<file path="src/rtl/vga_pic_gen.sv">
// Test-pattern pixel generator that sits behind the VGA timing controller.
// It outputs registered RGB565 with syncs re-aligned; pattern and animation state change only inside vsync.
module vga_pic_gen #(
  parameter int          H_VALID   = 640,
  parameter int          V_VALID   = 480,
  parameter int          BOX_SIZE  = 64,
  parameter int          STEP      = 2,
  parameter logic [15:0] BOX_COLOR = 16'hF800,
  parameter int          CELL_LOG2 = 5
) (
  input  logic        vga_clk,
  input  logic        sys_rst_n,
  input  logic [9:0]  pix_x,
  input  logic [9:0]  pix_y,
  input  logic        rgb_valid,
  input  logic        hsync_in,
  input  logic        vsync_in,
  input  logic        mode_step,
  output logic [15:0] rgb_out,
  output logic        hsync_out,
  output logic        vsync_out,
  output logic [1:0]  mode,
  output logic [7:0]  frame_cnt
);

  localparam logic [10:0] H_LIM  = 11'(H_VALID);
  localparam logic [10:0] V_LIM  = 11'(V_VALID);
  localparam logic [10:0] BOX_W  = 11'(BOX_SIZE);
  localparam logic [10:0] STEP_W = 11'(STEP);
  localparam logic [10:0] BAR_W  = 11'(H_VALID / 8);
  localparam logic [15:0] BAR_COLORS [8] = '{16'hFFFF, 16'hFFE0, 16'h07FF, 16'h07E0,
                                             16'hF81F, 16'hF800, 16'h001F, 16'h0000};

  logic        vsync_d;
  logic        frame_tick;
  logic        step_pending;
  logic [10:0] box_x;
  logic [10:0] box_y;
  logic        dir_x;
  logic        dir_y;
  logic [11:0] next_x;
  logic [11:0] next_y;
  logic [10:0] px;
  logic [10:0] py;
  logic [15:0] colour;

  // Returns {direction, position}; direction 1 means moving towards the far edge.
  function automatic logic [11:0] next_pos(input logic [10:0] pos, input logic dir_pos,
                                           input logic [10:0] limit);
    logic [11:0] r;
    if (dir_pos) begin
      if (pos + BOX_W + STEP_W > limit) r = {1'b0, limit - BOX_W};
      else                              r = {1'b1, pos + STEP_W};
    end else begin
      if (pos < STEP_W) r = {1'b1, 11'd0};
      else              r = {1'b0, pos - STEP_W};
    end
    return r;
  endfunction

  assign frame_tick = vsync_in & ~vsync_d;
  assign next_x     = next_pos(box_x, dir_x, H_LIM);
  assign next_y     = next_pos(box_y, dir_y, V_LIM);

  always_ff @(posedge vga_clk or negedge sys_rst_n) begin
    if (!sys_rst_n) begin
      vsync_d      <= 1'b0;
      step_pending <= 1'b0;
      mode         <= 2'd0;
      frame_cnt    <= 8'd0;
      box_x        <= 11'd0;
      box_y        <= 11'd0;
      dir_x        <= 1'b1;
      dir_y        <= 1'b1;
    end else begin
      vsync_d <= vsync_in;
      if (frame_tick) begin
        frame_cnt      <= frame_cnt + 8'd1;
        {dir_x, box_x} <= next_x;
        {dir_y, box_y} <= next_y;
        if (step_pending | mode_step) mode <= mode + 2'd1;
        step_pending   <= 1'b0;
      end else if (mode_step) begin
        step_pending <= 1'b1;
      end
    end
  end

  assign px = {1'b0, pix_x};
  assign py = {1'b0, pix_y};

  always_comb begin
    colour = 16'h0000;
    case (mode)
      2'd0: begin
        // Last bar whose left edge has been passed wins, so no divider is needed.
        for (int i = 0; i < 8; i++) begin
          if (px >= 11'(i) * BAR_W) colour = BAR_COLORS[i];
        end
      end
      2'd1: begin
        if (pix_x[CELL_LOG2] ^ pix_y[CELL_LOG2]) colour = 16'hFFFF;
      end
      2'd2: begin
        if (px >= box_x && px < box_x + BOX_W && py >= box_y && py < box_y + BOX_W)
          colour = BOX_COLOR;
      end
      default: begin
        if (pix_x[CELL_LOG2-1:0] == '0 || pix_y[CELL_LOG2-1:0] == '0 ||
            px == H_LIM - 11'd1 || py == V_LIM - 11'd1)
          colour = 16'hFFFF;
      end
    endcase
  end

  // Output stage: one register shared by pixel and syncs keeps them aligned.
  always_ff @(posedge vga_clk or negedge sys_rst_n) begin
    if (!sys_rst_n) begin
      rgb_out   <= 16'h0000;
      hsync_out <= 1'b0;
      vsync_out <= 1'b0;
    end else begin
      rgb_out   <= rgb_valid ? colour : 16'h0000;
      hsync_out <= hsync_in;
      vsync_out <= vsync_in;
    end
  end

endmodule

</file>
<file path="config.mk">
export PLATFORM = sky130hd
export DESIGN_NAME = vga_pic_gen
export DESIGN_NICKNAME = d
export VERILOG_FILES = /design/src/rtl/vga_pic_gen.sv
export SDC_FILE = /design/constraint.sdc
export NUM_CORES = 1
export LEC_CHECK = 0
export ABC_CLOCK_PERIOD_IN_PS = 2400
export CORE_MARGIN = 4
export CORE_UTILIZATION = 50
export DETAILED_ROUTE_END_ITERATION = 8
export GPL_ROUTABILITY_DRIVEN = 0
export GPL_TIMING_DRIVEN = 0
export PLACE_DENSITY = 0.77
export SLEW_MARGIN = 40
export SYNTH_ARGS = -nofsm -noshare
export SYNTH_HDL_FRONTEND = slang
export SYNTH_SLANG_ARGS = --single-unit
</file>
<file path="constraint.sdc">
create_clock -name vga_clk -period 2.4 [get_ports vga_clk]
set_clock_uncertainty 0.1 [all_clocks]
set_input_delay 0.48 -clock vga_clk [delete_from_list [all_inputs] [get_ports vga_clk]]
set_output_delay 0.48 -clock vga_clk [all_outputs]
set_load 0.005 [all_outputs]
</file>
==> flow_summary.json <==
{
  "finalSetupViolations": 11,
  "rr_worst_depth": 11,
  "r2r_start": "box_y[1]",
  "required_ns": 2.52,
  "synth.most_common_cell": "ha_1",
  "die_y_um": 94.0,
  "ant_nets": 0,
  "worstSetupStartpointType": "flip-flop",
  "num_vias": 4059,
  "cp_max_fo": 7,
  "pwr-share-seq_pct": 22.1,
  "synth.distinct_cells": 79,
  "hold_ws_ns": 0.0479,
  "synth-edff-count": 0,
  "outcome": "finished with violations",
  "fin_crit_ns": 2.48,
  "syn_avg_cell_area_um2": 8.46,
  "seq_area_frac_synth_pct": 25.8,
  "cts_tree": "yes",
  "clock_power_share_pct": 11.1,
  "synth_warnings": 0,
  "routed_wirelength_um": 12300,
  "syn_nets": 504,
  "violations": "negative setup slack",
  "cts-buffers-inserted": 5,
  "cap_violations": 0,
  "die-area_um2": 8840,
  "yosys.area.top_type": "dfrtp_1",
  "synth_area_um2": 3700,
  "p_leak_nw": 2.05,
  "port_buffers": 53,
  "clk_pin_slew_ns": 0.09,
  "finalNetCount": 605,
  "drt-initial-drc-count": 624,
  "h-tree-depth": 2,
  "hpwl_um": 7420,
  "power_mw": 5.24,
  "placed_area_um2": 4350,
  "antenna_found_initial": 0,
  "synth_seq_cells": 38,
  "peakVddDrop_uv": 376,
  "crit_arrival_ns": 2.61,
  "cts.path.max_buffers": 2,
  "tightest_slew_ns": 0.679,
  "cts.sinks": 38,
  "slew_viol_final": 0,
  "crit_start": "box_y[1]",
  "viasPerCell": 6.36,
  "grt_pass1_vias": 3518,
  "fmax_mhz": 403,
  "drcViolationCount": 0,
  "endpoint": "box_y[6]",
  "row_count": 31,
  "r2r-end": "box_y[6]",
  "powerDensity_nw_per_um2": 1040,
  "num_io_pins": 54,
  "worst_slack_ns": -0.0822,
  "overflow": 0,
  "netlist.area_leader.share_pct": 24.4,
  "internal_power_mw": 2.94,
  "start_util_pct": 51.3,
  "relSlewSlack_pct": 54.7,
  "dieWidth_um": 94.0,
  "end_kind": "flip-flop",
  "pwr-share-comb_pct": 66.8,
  "sw_frac_of_total_pct": 43.9,
  "drtPass1Iterations": 7,
  "synth_flop_cell": "dfrtp_1",
  "hold_violations": 0,
  "crit_type": "flip-flop to flip-flop",
  "p_switching_mw": 2.30,
  "synth_commonest_cells": "ha_1, dfrtp_1, nand2_1, nor2_1, o21ai_0",
  "layout-drive-gt1-share_pct": 27.3,
  "postSynthCellCount": 437,
  "grt_max_degree": 39,
  "synthTopCellsByArea": "dfrtp_1, ha_1, o21ai_0",
  "regToRegSetupSlack_ns": -0.08,
  "min_path_type": "input port to async pin",
  "areaGrowthSynthToFinish_pct": 36.7,
  "grtUsageTotal_pct": 24.5,
  "fin_area_um2": 5060,
  "grt_pass1_wl_um": 17300,
  "finalCritPeriodShare_pct": 103,
  "ys_async_sr_fraction_pct": 100,
  "cts-root-buf": "clkbuf_8",
  "clock_latency_ns": 0.31,
  "core_um2": 7210,
  "n_antenna_cell": 0,
  "rsz0062_at_grt": "true",
  "wl_per_cell_um": 19.3
}
[final cells by class]
cell class                 count  area, um^2
tap                           99         124
inverter                      30         121
buffer                        34         238
sequential                    38         960
multi-input combinational    335        2660
timing repair buffer          94         843
clock buffer                   6        72.6
clock inverter                 2        37.5
fill                         541        2160
[logic make-up (layout without fill, tap and decap cells)]
kind of cell               after synthesis  count (layout)  synth area share, %
and+or+nand+nor                        148             148                 22.8
muxes                                    1               1                0.304
AOI/OAI and AO/OA                      124             124                 22.7
adders and majority gates               42              42                 14.1
xor gates and xnor gates                20              20                 5.35
buffers and inverters                   64             166                 9.00
DFF                                     38              38                 25.8
[power groups by stage]
stage,clock network [mW],logic (mW),registers [mW]
2_1_floorplan,0,1.79,1.06
3_3_place_gp,0,2.52,1.10
3_5_place_dp,0,2.59,1.11
4_1_cts,0.580,2.82,1.11
5_1_grt,0.606,3.77,1.19
6_report,0.583,3.50,1.16
[registers in the layout, indices dropped and copies added (netlist names)]
| signal | count |
|---|---|
| rgb_out | 3 |
| vsync_out | 1 |
| hsync_out | 1 |
| dir_x | 1 |
| mode | 2 |
| frame_cnt | 8 |
| dir_y | 1 |
| box_x | 10 |
| box_y | 10 |
| step_pending | 1 |
[metal layers]
layer  global-route usage [%]  routed length [um]
met2                     40.3                5770
met5                        0                   0
met4                     7.82                 398
met1                     32.8                4930
met3                     4.09                1190
[what timing repair did]
action / 4_1_cts / 5_1_grt
pin swaps: 5 / 21
setup endpoints to repair: 21 / 18
resized for setup: 21 / 51
buffers inserted: 13 / 28
hold buffers: 0 / 0
[through the flow]
stage | setup TNS [ns] | cells | utilization (%) | setup WS (ns)
final | -0.451 | 638 | 70.1 | -0.0822
after global routing | -1.86 | 638 | 70.1 | -0.182
after CTS | 0 | 610 | 64.4 | 0.00269
after detailed placement | -4.07 | 589 | 60.3 | -0.329
after global placement | -14.27 | 589 | 60.3 | -0.306
after floorplan | 0 | 437 | - | 0.0160
[critical path, stage by stage, from the launching register on]
cell and delay [ns]:
dfrtp_1 0.47, ha_4 0.21, buf_4 0.15, buf_4 0.14, nand4_4 0.14, nor4_4 0.06
nor3b_1 0.30, a31oi_2 0.10, buf_4 0.19, nor2_4 0.20, a22oi_2 0.09, o31ai_2 0.25
[worst min-delay path by stage]
stage / start / endpoint / slack [ns] / depth (start not counted)
final: sys_rst_n / box_x[9] / 0.05 / 1
after global routing: sys_rst_n / hsync_out / 0.08 / 1
after CTS: sys_rst_n / box_y[3] / 0.07 / 1
after detailed placement: frame_cnt[7] / frame_cnt[7] / 0.37 / 1
after global placement: step_pending / step_pending / 0.37 / 2
after floorplan: sys_rst_n / box_x[10] / 0.08 / 0
[cell usage in the layout (no fill, tap or decap), types with 7 or more instances in the layout]
master / netlist / routed
ha_4: 0 / 8
nand4_1: 8 / 8
inv_1: 30 / 24
nand2_1: 32 / 31
buf_6: 3 / 7
o21ai_0: 32 / 27
dfrtp_1: 36 / 31
clkdlybuf4s50_1: 0 / 52
ha_1: 41 / 32
nor3_1: 19 / 18
xnor2_1: 12 / 10
nand3_1: 14 / 12
nor2_1: 32 / 29
buf_4: 16 / 57
o211ai_1: 7 / 7
a21oi_1: 30 / 29
Note: power is estimated with default switching activity, not from simulation.
==> RTL edit: new RTL, same settings <==
Register the output `rgb_out` once more, cleared by the reset; this adds one clock of latency there. The other outputs are not delayed to match.
--- a/src/rtl/vga_pic_gen.sv
+++ b/src/rtl/vga_pic_gen.sv
@@ -30,6 +30,8 @@
   localparam logic [10:0] BAR_W  = 11'(H_VALID / 8);
   localparam logic [15:0] BAR_COLORS [8] = '{16'hFFFF, 16'hFFE0, 16'h07FF, 16'h07E0,
                                              16'hF81F, 16'hF800, 16'h001F, 16'h0000};
+
+  logic [15:0] rgb_s0;
 
   logic        vsync_d;
   logic        frame_tick;
@@ -116,15 +118,23 @@
   // Output stage: one register shared by pixel and syncs keeps them aligned.
   always_ff @(posedge vga_clk or negedge sys_rst_n) begin
     if (!sys_rst_n) begin
-      rgb_out   <= 16'h0000;
+      rgb_s0    <= 16'h0000;
       hsync_out <= 1'b0;
       vsync_out <= 1'b0;
     end else begin
-      rgb_out   <= rgb_valid ? colour : 16'h0000;
+      rgb_s0    <= rgb_valid ? colour : 16'h0000;
       hsync_out <= hsync_in;
       vsync_out <= vsync_in;
     end
   end
 
+  always_ff @(posedge vga_clk or negedge sys_rst_n) begin
+    if (!sys_rst_n) begin
+      rgb_out <= '0;
+    end else begin
+      rgb_out <= rgb_s0;
+    end
+  end
+
 endmodule
 
Function: changed (Yosys sat finds a counterexample within 4 cycles, from zero or initial values and one cycle with sys_rst_n low).
==> RTL edit against the unedited design <==
Sequential cell count rose by 3; routed wire length is 4.2% lower; via count decreased by 1.1%; synthesized cell count increased by 5.7%; area after synthesis grew 5.1%; setup slack improved by 110 ps; total power shrank 3.0%; critical path type is now in -> reg; design area rose by 2.2%.
==> RTL edit: results (changes against the unedited design) <==
Worst setup path
The worst register-to-register path ends at box_y[2]. In this run the worst setup path begins at pix_y[9]. The minimum setup slack among reg-to-reg paths is 40 ps (+120 ps). The maximum fanout count along the critical path was 3 (-4).

Finish
The fraction of final layout cells with drive strength greater than 1 is 0.2269 (-0.04587).

Yosys
The complex-gate fraction of the synthesized area is 0.2231 (-0.003541). The mux contribution to synthesized area came to 0.005151 (+0.002107). Counting instances in the post-synthesis netlist gives the leading cell types as sky130_fd_sc_hd__ha_1 (41), sky130_fd_sc_hd__dfrtp_1 (39), sky130_fd_sc_hd__nor2_1 (33), sky130_fd_sc_hd__inv_1 (32), sky130_fd_sc_hd__nand2_1 (29). The count of cell types in the netlist is 77 (-2.5%). The average size of a mapped cell is 8.412 µm² (-0.61%).

The area share of fa/ha/maj cells after synthesis was 0.1346 (-0.006829). Ranked by total cell area, the synthesized netlist is headed by sky130_fd_sc_hd__dfrtp_1 (25%), sky130_fd_sc_hd__ha_1 (13%), sky130_fd_sc_hd__xnor2_1 (3.6%).

Global routing
The total routing resource utilization after global routing is 0.2338 (-0.01136). The wire length of the first global-routing pass was 17.13 mm (-0.92%). The number of global-route vias before repair came to 3,602 (+2.4%). The maximum number of pins on one net before global-route repair is 28 (-28%).

The met3 track demand over resource is 0.02971 (-0.01115). The met2 track demand over resource was 0.3910 (-0.01228).

Outcome
The flow ran to the end, and the final reports show no timing, DRC or antenna violations.

Placement
The total placed cells including tap cells is 615 (+4.4%). The total cell area at the placement stage is 4558 µm² (+4.8%).

STA
The final hold slack was 254.6 ps (+206.7 ps).

Min path
The worst hold path belongs to the class reg -> reg.

Routing
The number of DRC markers in iteration 0 is 268 (-57%). The routed wirelength normalized by instance count is 18.11 µm (-6.0%).

Power
The net switching power figure came to 2224 µW (-3.4%). The worst-case vdd ir drop is 0.0006318 V (+68%).
[RTL edit: changes by cell type after synthesis, sizes merged, moves of 4 or more]
cell,unedited run,this run
and3,3,11
nor3,20,24
xnor2,13,18
nand4,10,14
o21ai,32,25
a31oi,4,13
nand3,15,20
a21oi,32,26
[RTL edit: worst max path at each step]
stage                         endpoint  slack, ps
after detailed placement    rgb_s0[14]       -420
after global placement    frame_cnt[0]       -450
final                       rgb_s0[14]         30
after CTS                   rgb_s0[14]          5
after global routing        rgb_s0[14]       -110
after floorplan             rgb_s0[14]        200
[RTL edit: final cells by class]
class / instances / area, µm²
Clock buffer: 5 / 68.82
Inverter: 33 / 131.4
Tap cell: 99 / 123.9
Buffer: 37 / 260.3
Clock inverter: 3 / 46.29
Sequential cell: 41 / 1036
Fill cell: 561 / 2241
Multi-Input combinational cell: 351 / 2728
Timing Repair Buffer: 81 / 773.2
[RTL edit: cell families after synthesis]
logic type	count (synthesis)
and+or+nand+nor	160
muxes	2
buffers and inverters	70
xor gates and xnor gates	24
adders and majority gates	42
AOI/OAI and AO/OA	123
DFF	41
[RTL edit: power groups by stage]
stage / clock, µW / combinational [µW] / sequential [µW]
floorplan: 0 / 1790 / 1090
detailed placement: 0 / 2610 / 1140
global placement: 0 / 2520 / 1120
CTS: 610 / 2680 / 1130
global route: 639 / 3620 / 1190
finish: 604 / 3330 / 1150
[RTL edit: layer usage]
metal | share of wire | vias to the layer above | wire length, µm
li1 | - | 1872 | -
met1 | 0.41 | 1931 | 4807
met2 | 0.50 | 175 | 5924
met3 | 0.065 | 35 | 770
met4 | 0.023 | 0 | 270
met5 | 0 | - | 0
[RTL edit: per-stage QoR]
stage | setup slack [ps] | utilization | TNS, ps | total power, µW
6_report | 30.96 | 0.6975 | 0 | 5083
5_1_grt | -113.1 | 0.6975 | -458.9 | 5443
4_1_cts | 5.353 | 0.6409 | 0 | 4422
3_5_place_dp | -419.8 | 0.6153 | -5251 | 3743
3_3_place_gp | -448.3 | 0.6129 | -22510 | 3645
2_1_floorplan | 197.6 | - | 0 | 2885
[RTL edit: what timing repair did]
action,CTS,global route
setup endpoints to repair,19,22
cloned,0,1
resized for setup,13,48
hold buffers,1,0
hold endpoints to repair,14,0
setup buffers,0,25
pin swaps,2,16
